`src/rtl/gmii_rx_pkg.sv`:
```
// rtl/gmii_rx_pkg.sv - shared constants and FSM state type for the GMII receive framer
package gmii_rx_pkg;

  localparam logic [7:0]  PREAMBLE_BYTE = 8'h55;
  localparam logic [7:0]  SFD_BYTE      = 8'hD5;
  localparam logic [31:0] CRC_INIT      = 32'hFFFFFFFF;
  localparam logic [31:0] CRC_RESIDUE   = 32'hC704DD7B;
  localparam logic [31:0] CRC_POLY      = 32'h04C11DB7;

  typedef enum logic [1:0] {
    IDLE,
    PREAMBLE,
    DATA,
    DROP
  } rx_state_t;

endpackage

```
`src/rtl/crc32_d8.sv`:
```
// rtl/crc32_d8.sv - combinational CRC-32 advance by one byte, data taken LSB first
module crc32_d8
  import gmii_rx_pkg::*;
(
  input  logic [31:0] crc,
  input  logic [7:0]  data,
  output logic [31:0] crc_next
);

  // The register is kept bit-reversed relative to the usual reflected form, so
  // a left shift with 0x04C11DB7 is the same CRC and a good frame leaves C704DD7B.
  always_comb begin
    logic [31:0] c;
    c = crc;
    for (int i = 0; i < 8; i++) begin
      if (c[31] ^ data[i]) c = {c[30:0], 1'b0} ^ CRC_POLY;
      else                 c = {c[30:0], 1'b0};
    end
    crc_next = c;
  end

endmodule

```
`src/rtl/gmii_rx_frame.sv`:
```
// rtl/gmii_rx_frame.sv - GMII receive framer: preamble strip, CRC/length check, FCS removal
// Optional destination-address filter enabled by defining MAC_FILTER_EN.
module gmii_rx_frame
  import gmii_rx_pkg::*;
#(
  parameter int MIN_LEN = 64,
  parameter int MAX_LEN = 1518
`ifdef MAC_FILTER_EN
  , parameter logic [47:0] LOCAL_MAC = 48'h00_11_22_33_44_55
`endif
) (
  input  logic        gmii_rx_clk,
  input  logic        rst_n,
  input  logic        gmii_rx_dv,
  input  logic [7:0]  gmii_rxd,
  output logic        m_valid,
  output logic [7:0]  m_data,
  output logic        m_sof,
  output logic        m_eof,
  output logic        m_err,
  output logic [15:0] good_cnt,
  output logic [15:0] bad_cnt
);

  localparam logic [15:0] MIN_C = 16'(MIN_LEN);
  localparam logic [15:0] MAX_C = 16'(MAX_LEN);

  rx_state_t   state;
  logic [31:0] crc;
  logic [31:0] crc_next;
  logic [15:0] count;
  logic [31:0] sr;
  logic [7:0]  pending;
  logic        pend_valid;
  logic        emitted;
  logic        frame_bad;
  logic        da_reject;

  crc32_d8 u_crc (
    .crc      (crc),
    .data     (gmii_rxd),
    .crc_next (crc_next)
  );

  assign frame_bad = (crc != CRC_RESIDUE) || (count < MIN_C);

`ifdef MAC_FILTER_EN
  logic       da_local;
  logic       da_bcast;
  logic       local_hit;
  logic       bcast_hit;
  logic [7:0] da_byte;

  always_comb begin
    da_byte = LOCAL_MAC[47:40];
    case (count[2:0])
      3'd1:    da_byte = LOCAL_MAC[39:32];
      3'd2:    da_byte = LOCAL_MAC[31:24];
      3'd3:    da_byte = LOCAL_MAC[23:16];
      3'd4:    da_byte = LOCAL_MAC[15:8];
      3'd5:    da_byte = LOCAL_MAC[7:0];
      default: da_byte = LOCAL_MAC[47:40];
    endcase
  end

  assign local_hit = da_local && (gmii_rxd == da_byte);
  assign bcast_hit = da_bcast && (gmii_rxd == 8'hFF);
  // Decided on DA byte 5, which is exactly when byte 0 would first be emitted.
  assign da_reject = (count == 16'd5) && !(local_hit || bcast_hit);

  always_ff @(posedge gmii_rx_clk or negedge rst_n) begin
    if (!rst_n) begin
      da_local <= 1'b1;
      da_bcast <= 1'b1;
    end else if (state == PREAMBLE) begin
      da_local <= 1'b1;
      da_bcast <= 1'b1;
    end else if (state == DATA && gmii_rx_dv && count < 16'd6) begin
      da_local <= local_hit;
      da_bcast <= bcast_hit;
    end
  end
`else
  assign da_reject = 1'b0;
`endif

  always_ff @(posedge gmii_rx_clk or negedge rst_n) begin
    if (!rst_n) begin
      state      <= IDLE;
      crc        <= CRC_INIT;
      count      <= 16'd0;
      sr         <= 32'd0;
      pending    <= 8'd0;
      pend_valid <= 1'b0;
      emitted    <= 1'b0;
      m_valid    <= 1'b0;
      m_data     <= 8'd0;
      m_sof      <= 1'b0;
      m_eof      <= 1'b0;
      m_err      <= 1'b0;
      good_cnt   <= 16'd0;
      bad_cnt    <= 16'd0;
    end else begin
      m_valid <= 1'b0;
      m_sof   <= 1'b0;
      m_eof   <= 1'b0;
      m_err   <= 1'b0;
      case (state)
        IDLE: begin
          if (gmii_rx_dv) state <= (gmii_rxd == PREAMBLE_BYTE) ? PREAMBLE : DROP;
        end
        PREAMBLE: begin
          if (!gmii_rx_dv) begin
            state <= IDLE;
          end else if (gmii_rxd == SFD_BYTE) begin
            state      <= DATA;
            crc        <= CRC_INIT;
            count      <= 16'd0;
            pend_valid <= 1'b0;
            emitted    <= 1'b0;
          end else if (gmii_rxd != PREAMBLE_BYTE) begin
            state <= DROP;
          end
        end
        DATA: begin
          if (!gmii_rx_dv) begin
            state <= IDLE;
            if (pend_valid) begin
              m_valid <= 1'b1;
              m_data  <= pending;
              m_sof   <= !emitted;
              m_eof   <= 1'b1;
              m_err   <= frame_bad;
              if (frame_bad) bad_cnt  <= bad_cnt + 16'd1;
              else           good_cnt <= good_cnt + 16'd1;
            end else begin
              bad_cnt <= bad_cnt + 16'd1;
            end
          end else if (count == MAX_C) begin
            state   <= DROP;
            m_valid <= 1'b1;
            m_data  <= pending;
            m_sof   <= !emitted;
            m_eof   <= 1'b1;
            m_err   <= 1'b1;
            bad_cnt <= bad_cnt + 16'd1;
          end else if (da_reject) begin
            state <= DROP;
          end else begin
            crc   <= crc_next;
            count <= count + 16'd1;
            sr    <= {sr[23:0], gmii_rxd};
            // The last four bytes held in sr are the FCS once dv falls.
            if (count >= 16'd4) begin
              pending    <= sr[31:24];
              pend_valid <= 1'b1;
            end
            if (pend_valid) begin
              m_valid <= 1'b1;
              m_data  <= pending;
              m_sof   <= !emitted;
              emitted <= 1'b1;
            end
          end
        end
        DROP: begin
          if (!gmii_rx_dv) state <= IDLE;
        end
        default: state <= IDLE;
      endcase
    end
  end

endmodule

```
`config.mk`:
```
export PLATFORM = sky130hd
export DESIGN_NAME = gmii_rx_frame
export DESIGN_NICKNAME = d
export VERILOG_FILES = /design/src/rtl/gmii_rx_pkg.sv /design/src/rtl/crc32_d8.sv /design/src/rtl/gmii_rx_frame.sv
export SDC_FILE = /design/constraint.sdc
export NUM_CORES = 1
export LEC_CHECK = 0
export CORE_MARGIN = 4
export CORE_UTILIZATION = 40
export DETAILED_ROUTE_END_ITERATION = 10
export SLEW_MARGIN = 20
export SYNTH_ARGS = -nofsm -noshare
export SYNTH_HDL_FRONTEND = slang
export SYNTH_HIERARCHICAL = 1
export SYNTH_SLANG_ARGS = --single-unit
```
`constraint.sdc`:
```
create_clock -name gmii_rx_clk -period 4.2 [get_ports gmii_rx_clk]
set_input_delay 0.42 -clock gmii_rx_clk [delete_from_list [all_inputs] [get_ports gmii_rx_clk]]
set_output_delay 0.42 -clock gmii_rx_clk [all_outputs]
set_load 0.005 [all_outputs]
```
# Yosys cells after proc, flatten, opt, wreduce, memory -nomap -nowiden
# Index checks and enable logic that the tools add are counted.
# totals
reg_bits,136
input_bits,11
output_inout_bits,44
elab_cells,128
# op_classes
n_addsub,3
n_lt_le_gt_ge,2
n_eq_ne,20
muxes,58
bitwise_logic,19
n_reduce_logical,12
# op_table
operator,n
$mux W27,8
$mux W16,8
$mux W32,4
$not A14 Y14,8
$pmux W32 S2,1
$add A16 B1 Y16 const B,3
$ne A32 B32 Y1 const B,1
$pmux W16 S2,1
$mux W8,3
$mux W1,22
$eq A16 B11 Y1 const B,1
$ge A16 B3 Y1 const B,1
$lt A16 B7 Y1 const B,1
$mux W2,8
$ne A2 B2 Y1 const B,8
$reduce_and A4 Y1,3
$reduce_and A6 Y1,2
$eq A8 B7 Y1 const B,1
$eq A8 B8 Y1 const B,1
$ne A8 B7 Y1 const B,1
$pmux W2 S4,1
$xor A1 B1 Y1,8
$reduce_and A3 Y1,2
$reduce_and A5 Y1,1
other kinds (12),16

# Depth between registers and ports, before layout
# Gate-level depths: netlist of the first run.
# logic_depth
word_depth,19
depth_mapped,10
depth_no_buf,7

# Modules after synthesis
# The synthesis of the first run kept the hierarchy.
# modules_own_cells
module,instances,cells_each,area_per_inst_um2,seq_area_each_um2
gmii_rx_frame,1,522,5788.1,3443.3
crc32_d8,1,63,989.7,0.0

# Least setup slack after synthesis of the first run
# No wires, ideal clock.
# synth_timing
path_kind,reg-to-reg
startpoint,register crc[31]
endpoint,register good_cnt[13]
setup_ns,0.079
arrival_time_ns,2.311
t_required_ns,4.121
path_slack_ns,1.810
stages_incl_launch_ff,8
n_path_buf,2
period_less_slack_ns,2.390
cell_sequence,dfstp_2 -> nand4bb_1 -> or4_1 -> or4_1 -> buf_2 -> buf_6 -> nor4_1 -> xor2_1
# synth_via
elab_chain_cells,4
# synth_lines
item,line,text
"start, declared",gmii_rx_frame.sv:29,logic [31:0] crc;
"start signal, assigned",gmii_rx_frame.sv:150,crc <= crc_next;
$ne A32 B32 Y1,gmii_rx_frame.sv:45,assign frame_bad = (crc != CRC_RESIDUE) || (count < MIN_C);
$logic_or A1 B1 Y1,gmii_rx_frame.sv:45,
$not A1 Y1 (no source line),--,
$reduce_and A4 Y1 (no source line),--,
"end signal, assigned",gmii_rx_frame.sv:135,else good_cnt <= good_cnt + 16'd1;
"end, declared",gmii_rx_frame.sv:21,"output logic [15:0] good_cnt,"
# Every way passes these cells.
# A chain may end at the register's enable or synchronous reset.

# Worst setup path in the final report of the first run
# layout_timing
startpoint,register crc[18]
endpoint,register good_cnt[1]
# Same word-level chain as after synthesis.

==> impl_metrics.csv, run 1 <==
group,metric,value,unit
status,status,"finished clean",
worst_setup_path,cp-start-kind,"flop",
floorplan,num_rows,47,
worst_setup_path,path_depth,5,
worst_setup_path,critPathRequiredTime,4.50,ns
clock_network,ctsResizeCount,0,
worst_setup_path,crit_fanout,16,
synth,synthFlopType,"dfrtp_1",
synth,synth_area_per_cell,11.59,sq um
floorplan,die-height,138.2,microns
worst_setup_path,worst-setup-path-type,"reg -> reg",
timing,slew_violations,0,
routing,drtAntennaViolNets,0,
worst_setup_path,slowest_delay,0.87,ns
floorplan,die_w,138.2,microns
finish,seq_area,3443,sq um
hold_path,hold_class,"in -> async",
synth,synthCells,585,
worst_setup_path,path_cells,"nor4b_1 > nand4_1 > or4_1 > nor2_1 > mux2_2",
global_route,grt_pass1_vias,4611,
floorplan,start_util,0.4087,
timing,rsz0062_at_grt,"no",
job,drv_cap,0,
timing,worst_pin_slew,1.012,ns
synth,synth_commonest_cells,"113 x nand2_1, 104 x dfrtp_1, 41 x xnor2_1",
synth,synth_cell_types,48,
worst_setup_path,worst_ep_arrival_time,3.17,ns
timing,fin_crit_sh,0.6830,
synth,synth_top_area_cell,"dfrtp_1",
timing,timing.final.ws_setup,1.331,ns
worst_setup_path,critPathSlowestCell,"or4_1",
timing,hold_viol,0,
timing,skew,0.008799,ns
synth,synth_nets,601,
finish,area_growth_syn_to_layout,19.68,%
floorplan,core_area,16580,sq um
timing,fin_tns_setup,0,ns
global_route,grt_first_pass_wirelength,24110,microns
global_route,track_usage,0.1556,
routing,vias,4450,
synth,ys_warn_count,6,
synth,syn_area,6778,sq um
clock_network,ctsRootBufferMaster,"clkbuf_16",
global_route,grt-ovfl-total,0,
timing,fin_crit,2.869,ns
finish,nets,657,
power_and_ir_drop,leakagePower,3.642,nW
finish,num_antenna_cells,0,
place,dp_slack,1.072,ns
floorplan,io_pins,55,
finish,multi_input_area,3182,sq um
place,gp_congestion,0.8058,
routing,first_iter_violations,321,
routing,drcViolationCount,0,
power_and_ir_drop,ir_drop,0.0005184,V
global_route,antenna_found_initial,0,
worst_setup_path,worstRegToRegCells,5,
global_route,grt_max_degree,78,
clock_network,path_clk_slew,0.06,ns
synth,synth-edff-count,0,
clock_network,ctsHtreeMaxLevel,4,
clock_network,hold_buffers,0,
timing,fmax,0.3486,GHz
finish,fillers,1494,
clock_network,cts_setup_buffers,0,
power_and_ir_drop,p_per_area,734.5,nW/um^2
synth,synth_top_area_share,0.3840,
clock_network,cts_inserted_buffers,17,
synth,seq_area_frac_synth,0.5080,
floorplan,dieArea,19090,sq um
clock_network,clock_path_buffers,2,
synth,synth.most_common_cell,"nand2_1",
routing,wl_per_cell,16.21,microns
worst_setup_path,crit_buf_inv,0,
clock_network,numClockSinks,136,
worst_setup_path,end_kind,"flop",
routing,drtPass1Iterations,4,
synth,ys_top_cells_by_area,"dfrtp_1 38%, dfstp_2 12%, nand2_1 6.3%",
timing,setup_violations,0,
place,portBuffers,54,
routing,drt_wl_total,14150,microns
finish,post_route_cells_drive_above_1_share,0.1700,
place,dpl.hpwl,9703,microns
clock_network,clk_latency,0.43,ns
timing,slew_headroom,0.3229,
routing,avgViaCountPerCell,5.097,
synth,synthArstFlopShare,1.000,
synth,synth-seq-cells,136,
clock_network,cts_tree,"done",
worst_setup_path,cpLargestDelayFamily,"simple AND/OR/NAND/NOR gates",
worst paths after layout:
check	from	end	slack (ns)
worst max-delay path	crc[18]	good_cnt[1]	1.33
worst min-delay path	rst_n	good_cnt[7]	0.07
worst max register to register	crc[18]	good_cnt[1]	1.33
worst min register to register	emitted	m_sof	0.44
max in group asynchronous	rst_n	crc[8]	3.20
min in group gmii_rx_clk	emitted	m_sof	0.44
power breakdown:
part | internal, W | switching (W)
registers | 0.00177 | 0.000334
clock network | 0.000858 | 0.000564
logic | 0.00149 | 0.000947
metal layers:
metal	track usage	wire length (microns)
met5	0	0
met2	0.2387	6736
met1	0.2116	6629
met4	0.07280	327
met3	0.03453	454
layout by cell type, fill, tap and decap left out, types with 2 or more instances in the layout:
master / Yosys / layout
clkinvlp_4: 0 / 4
clkdlybuf4s50_1: 0 / 53
ha_1: 5 / 5
xnor3_2: 2 / 2
nor4_1: 17 / 16
nand4b_1: 4 / 4
clkinv_2: 0 / 2
inv_1: 13 / 13
nand2b_1: 2 / 2
xor2_1: 35 / 35
xnor3_1: 7 / 7
or3_1: 2 / 2
nor2_1: 26 / 25
and2_1: 5 / 5
nor4b_1: 5 / 5
nand2_1: 113 / 113
nor2b_1: 3 / 3
nand4_1: 17 / 17
xnor2_4: 8 / 8
dfrtp_1: 104 / 104
nor3_1: 17 / 17
a21oi_1: 2 / 2
o21ai_0: 4 / 4
and4_1: 2 / 2
xor3_1: 8 / 8
clkinv_4: 0 / 2
o22a_1: 32 / 32
nor4_2: 1 / 2
xnor2_2: 3 / 3
dfstp_2: 32 / 32
clkbuf_8: 0 / 3
nand3_1: 16 / 16
clkbuf_16: 0 / 17
mux2_2: 18 / 18
or4_1: 3 / 3
xnor2_1: 41 / 41
buf_4: 1 / 6
or2_2: 2 / 2
final cells by class:
type	instances	share of cell area
Inverter	13	0.006016
Clock inverter	10	0.01188
Sequential cell	136	0.4245
Tap cell	220	0.03393
Clock buffer	21	0.05800
Timing Repair Buffer	60	0.07342
Multi-Input combinational cell	413	0.3923
worst register-to-register path: cells and delay by family (launching register included):
kind | cells | cell delay [ns]
and+or+nand+nor | 4 | 1.84
muxes | 1 | 0.37
DFF | 1 | 0.54
through the flow:
| stage | total power, W | hold WS (ns) | cell area, sq um | std cells | util |
|---|---|---|---|---|---|
| 2_1_floorplan | 0.003974 | 0.1244 | 6778 | 585 | - |
| 3_3_place_gp | 0.004520 | 0.4405 | 7545 | 842 | 0.4550 |
| 3_5_place_dp | 0.004568 | 0.4434 | 7545 | 842 | 0.4550 |
| 4_1_cts | 0.006022 | 0.09235 | 8112 | 873 | 0.4891 |
| 5_1_grt | 0.006293 | 0.1273 | 8112 | 873 | 0.4891 |
| 6_report | 0.005958 | 0.06856 | 8112 | 873 | 0.4891 |
registers in the layout (all words and copies together) (netlist names), 2 cells and up:
signal,flops
crc,32
sr,32
bad_cnt,16
count,16
good_cnt,16
m_data,8
pending,8
state,2
cells by family (layout without fill, tap and decap cells):
logic type / after synthesis / after routing / synth area share
xor+xnor: 106 / 106 / 0.2023
simple gates: 242 / 242 / 0.1745
fa+ha+maj: 5 / 5 / 0.009230
buf+inv: 36 / 104 / 0.02381
compound gates: 41 / 41 / 0.05077
flops: 136 / 136 / 0.5080
mux: 19 / 19 / 0.03138
No activity file was read; power rests on OpenSTA's default activity.
==> run 2: changes to the inputs <==
==> constraint.sdc (replaced) <==
create_clock -name gmii_rx_clk -period 2.76 [get_ports gmii_rx_clk]
set_input_delay 0.276 -clock gmii_rx_clk [delete_from_list [all_inputs] [get_ports gmii_rx_clk]]
set_output_delay 0.276 -clock gmii_rx_clk [all_outputs]
set_load 0.005 [all_outputs]
==> run 2 against run 1 <==
Hold slack improved by 0.35 ns. Power rose by 56%. Clock power increased by 61%. Final cell count rose by 1.3%. First-iteration DRC count decreased by 6.9%. Setup slack got worse by 1.2 ns. Utilization up 0.81 points. Design area rose by 1.7%. Non-clock buffer count rose by 10. Die area did not move. Largest cell class unchanged. Highest routed layer unchanged.
==> impl_metrics.csv, run 2 (synthesis results as in run 1) <==
group,metric,value,unit
worst_setup_path,end_kind,"flop",
worst_setup_path,crit_fanout,16,
worst_setup_path,worst-setup-path-type,"reg -> reg",
routing,vias,4500,
worst_setup_path,cp-start-kind,"flop",
place,dpl_cell_area,7637,sq um
place,portBuffers,54,
timing,fin_crit_sh,0.9485,
timing,skew,0.009346,ns
place,dp_slack,0.04200,ns
routing,drtAntennaViolNets,0,
worst_setup_path,rr_startpoint,"crc[14]",
global_route,grt_first_pass_wirelength,24210,microns
worst_setup_path,r2r_slack,0.14,ns
status,status,"finished clean",
clock_network,clock_path_buffers,2,
power_and_ir_drop,power,0.009267,W
finish,utilization,0.4973,
routing,drcViolationCount,0,
global_route,antenna_found_initial,0,
floorplan,num_rows,47,
timing,slew_headroom,0.4193,
power_and_ir_drop,leakagePower,3.716,nW
finish,nets,667,
timing,fmax,0.3820,GHz
worst_setup_path,crit_path_start,"crc[14]",
routing,drtPass1Iterations,5,
timing,worst_pin_slew,0.8659,ns
floorplan,start_util,0.4087,
worst_setup_path,worstRegToRegCells,6,
worst_setup_path,worst_ep_arrival_time,2.95,ns
clock_network,clk_latency,0.42,ns
clock_network,numClockSinks,136,
routing,first_iter_violations,299,
timing,slew_violations,0,
floorplan,dieArea,19090,sq um
clock_network,path_clk_slew,0.06,ns
floorplan,die-height,138.2,microns
global_route,grt-ovfl-total,0,
finish,post_route_cells_drive_above_1_share,0.1792,
global_route,track_usage,0.1558,
power_and_ir_drop,p_per_area,1124,nW/um^2
routing,drt_wl_total,14170,microns
finish,top_regs,"crc x32, sr x32",
finish,area_growth_syn_to_layout,21.67,%
hold_path,hold_class,"in -> async",
worst_setup_path,critPathRequiredTime,3.09,ns
timing,fin_tns_setup,0,ns
global_route,grt_pass1_vias,4588,
timing,timing.final.ws_setup,0.1421,ns
clock_network,ctsHtreeMaxLevel,4,
finish,num_antenna_cells,0,
floorplan,die_w,138.2,microns
finish,postLayoutCellArea,8247,sq um
floorplan,core_area,16580,sq um
timing,fin_crit,2.618,ns
routing,avgViaCountPerCell,5.090,
finish,final_cell_mix,"113 x nand2_1, 104 x dfrtp_1, 53 x clkdlybuf4s50_1",
routing,wl_per_cell,16.03,microns
timing,hold_viol,0,
place,gp_congestion,0.8208,
clock_network,ctsRootBufferMaster,"clkbuf_16",
timing,setup_violations,0,
clock_network,cts_tree,"done",
job,drv_cap,0,
finish,final_common_cell,"nand2_1",
clock_network,cts_setup_buffers,0,
power_and_ir_drop,ir_drop,0.0006627,V
global_route,grt_max_degree,69,
floorplan,io_pins,55,
finish,fillers,1475,
place,dpl.hpwl,9817,microns
timing,rsz0062_at_grt,"no",
clock_network,cts_inserted_buffers,17,
==> run 2: cell types whose count changed in the layout (fill, tap and decap cells not counted) <==
cell	change
bufinv_16	+2
clkbuf_1	+2
clkbuf_8	-2
dlygate4sd3_1	+1
clkinvlp_4	-1
buf_4	+7
buf_12	+2
==> run 2: metrics by stage <==
step | cells | hold WS, ns
CTS | 884 | 0.4143
global route | 884 | 0.4478
floorplan | 585 | -0.01959
finish | 884 | 0.4139
global placement | 851 | 0.3257
detailed placement | 851 | 0.3251
==> run 2: metal layers <==
metal | global-route usage | wire, microns | up-vias
met1 | 0.2155 | 6689 | 2271
met2 | 0.2438 | 6901 | 64
met5 | 0 | 0 | -
li1 | - | - | 2154
met4 | 0.05408 | 154 | 0
met3 | 0.03488 | 424 | 11
==> run 2: power by group <==
part	switching [W]	leakage, nW	internal (W)
clock	0.000844	0.284	0.00145
combinational	0.00150	1.75	0.00230
sequential	0.000489	1.68	0.00269
==> run 2: path summary, 6_finish.rpt <==
check | endpoint
max in group asynchronous | count[7]
setup reg to reg | good_cnt[11]
hold reg to reg | m_sof
hold / removal | good_cnt[11]
setup / recovery | good_cnt[11]
min in group gmii_rx_clk | m_sof
==> run 2: what timing repair did <==
item / in CTS / in global routing
hold buffers: 1 / 0
setup endpoints to repair: 0 / 0
resized for setup: 0 / 0
hold endpoints to repair: 24 / 0
==> run 2: critical path, cell delays in order, from the launching register on <==
cell	delay (ns)
dfstp_2	0.55
nand4b_1	0.13
or4_1	0.60
or4_1	0.44
buf_4	0.21
nor4_1	0.39
xor2_1	0.21
==> run 2: area by class of cell <==
cell class              instances  area, sq um  share of cell area
clock buffers                  21        450.4             0.05462
clock inverters                11        148.9             0.01805
inverters                      13        48.80            0.005917
multi-input cells             413         3182              0.3858
flip-flops and latches        136         3443              0.4175
well taps                     220        275.3             0.03338
repair buffers                 70        698.2             0.08466
==> run 3: changes to the inputs <==
--- a/config.mk
+++ b/config.mk
@@ -8,8 +8,10 @@
 export CORE_MARGIN = 4
 export CORE_UTILIZATION = 40
 export DETAILED_ROUTE_END_ITERATION = 10
+export GPL_TIMING_DRIVEN = 1
 export SLEW_MARGIN = 20
 export SYNTH_ARGS = -nofsm -noshare
 export SYNTH_HDL_FRONTEND = slang
 export SYNTH_HIERARCHICAL = 1
 export SYNTH_SLANG_ARGS = --single-unit
+export TNS_END_PERCENT = 50
==> results of run 3 <==
Final layout, timing and power as in run 2 (identical DEF).
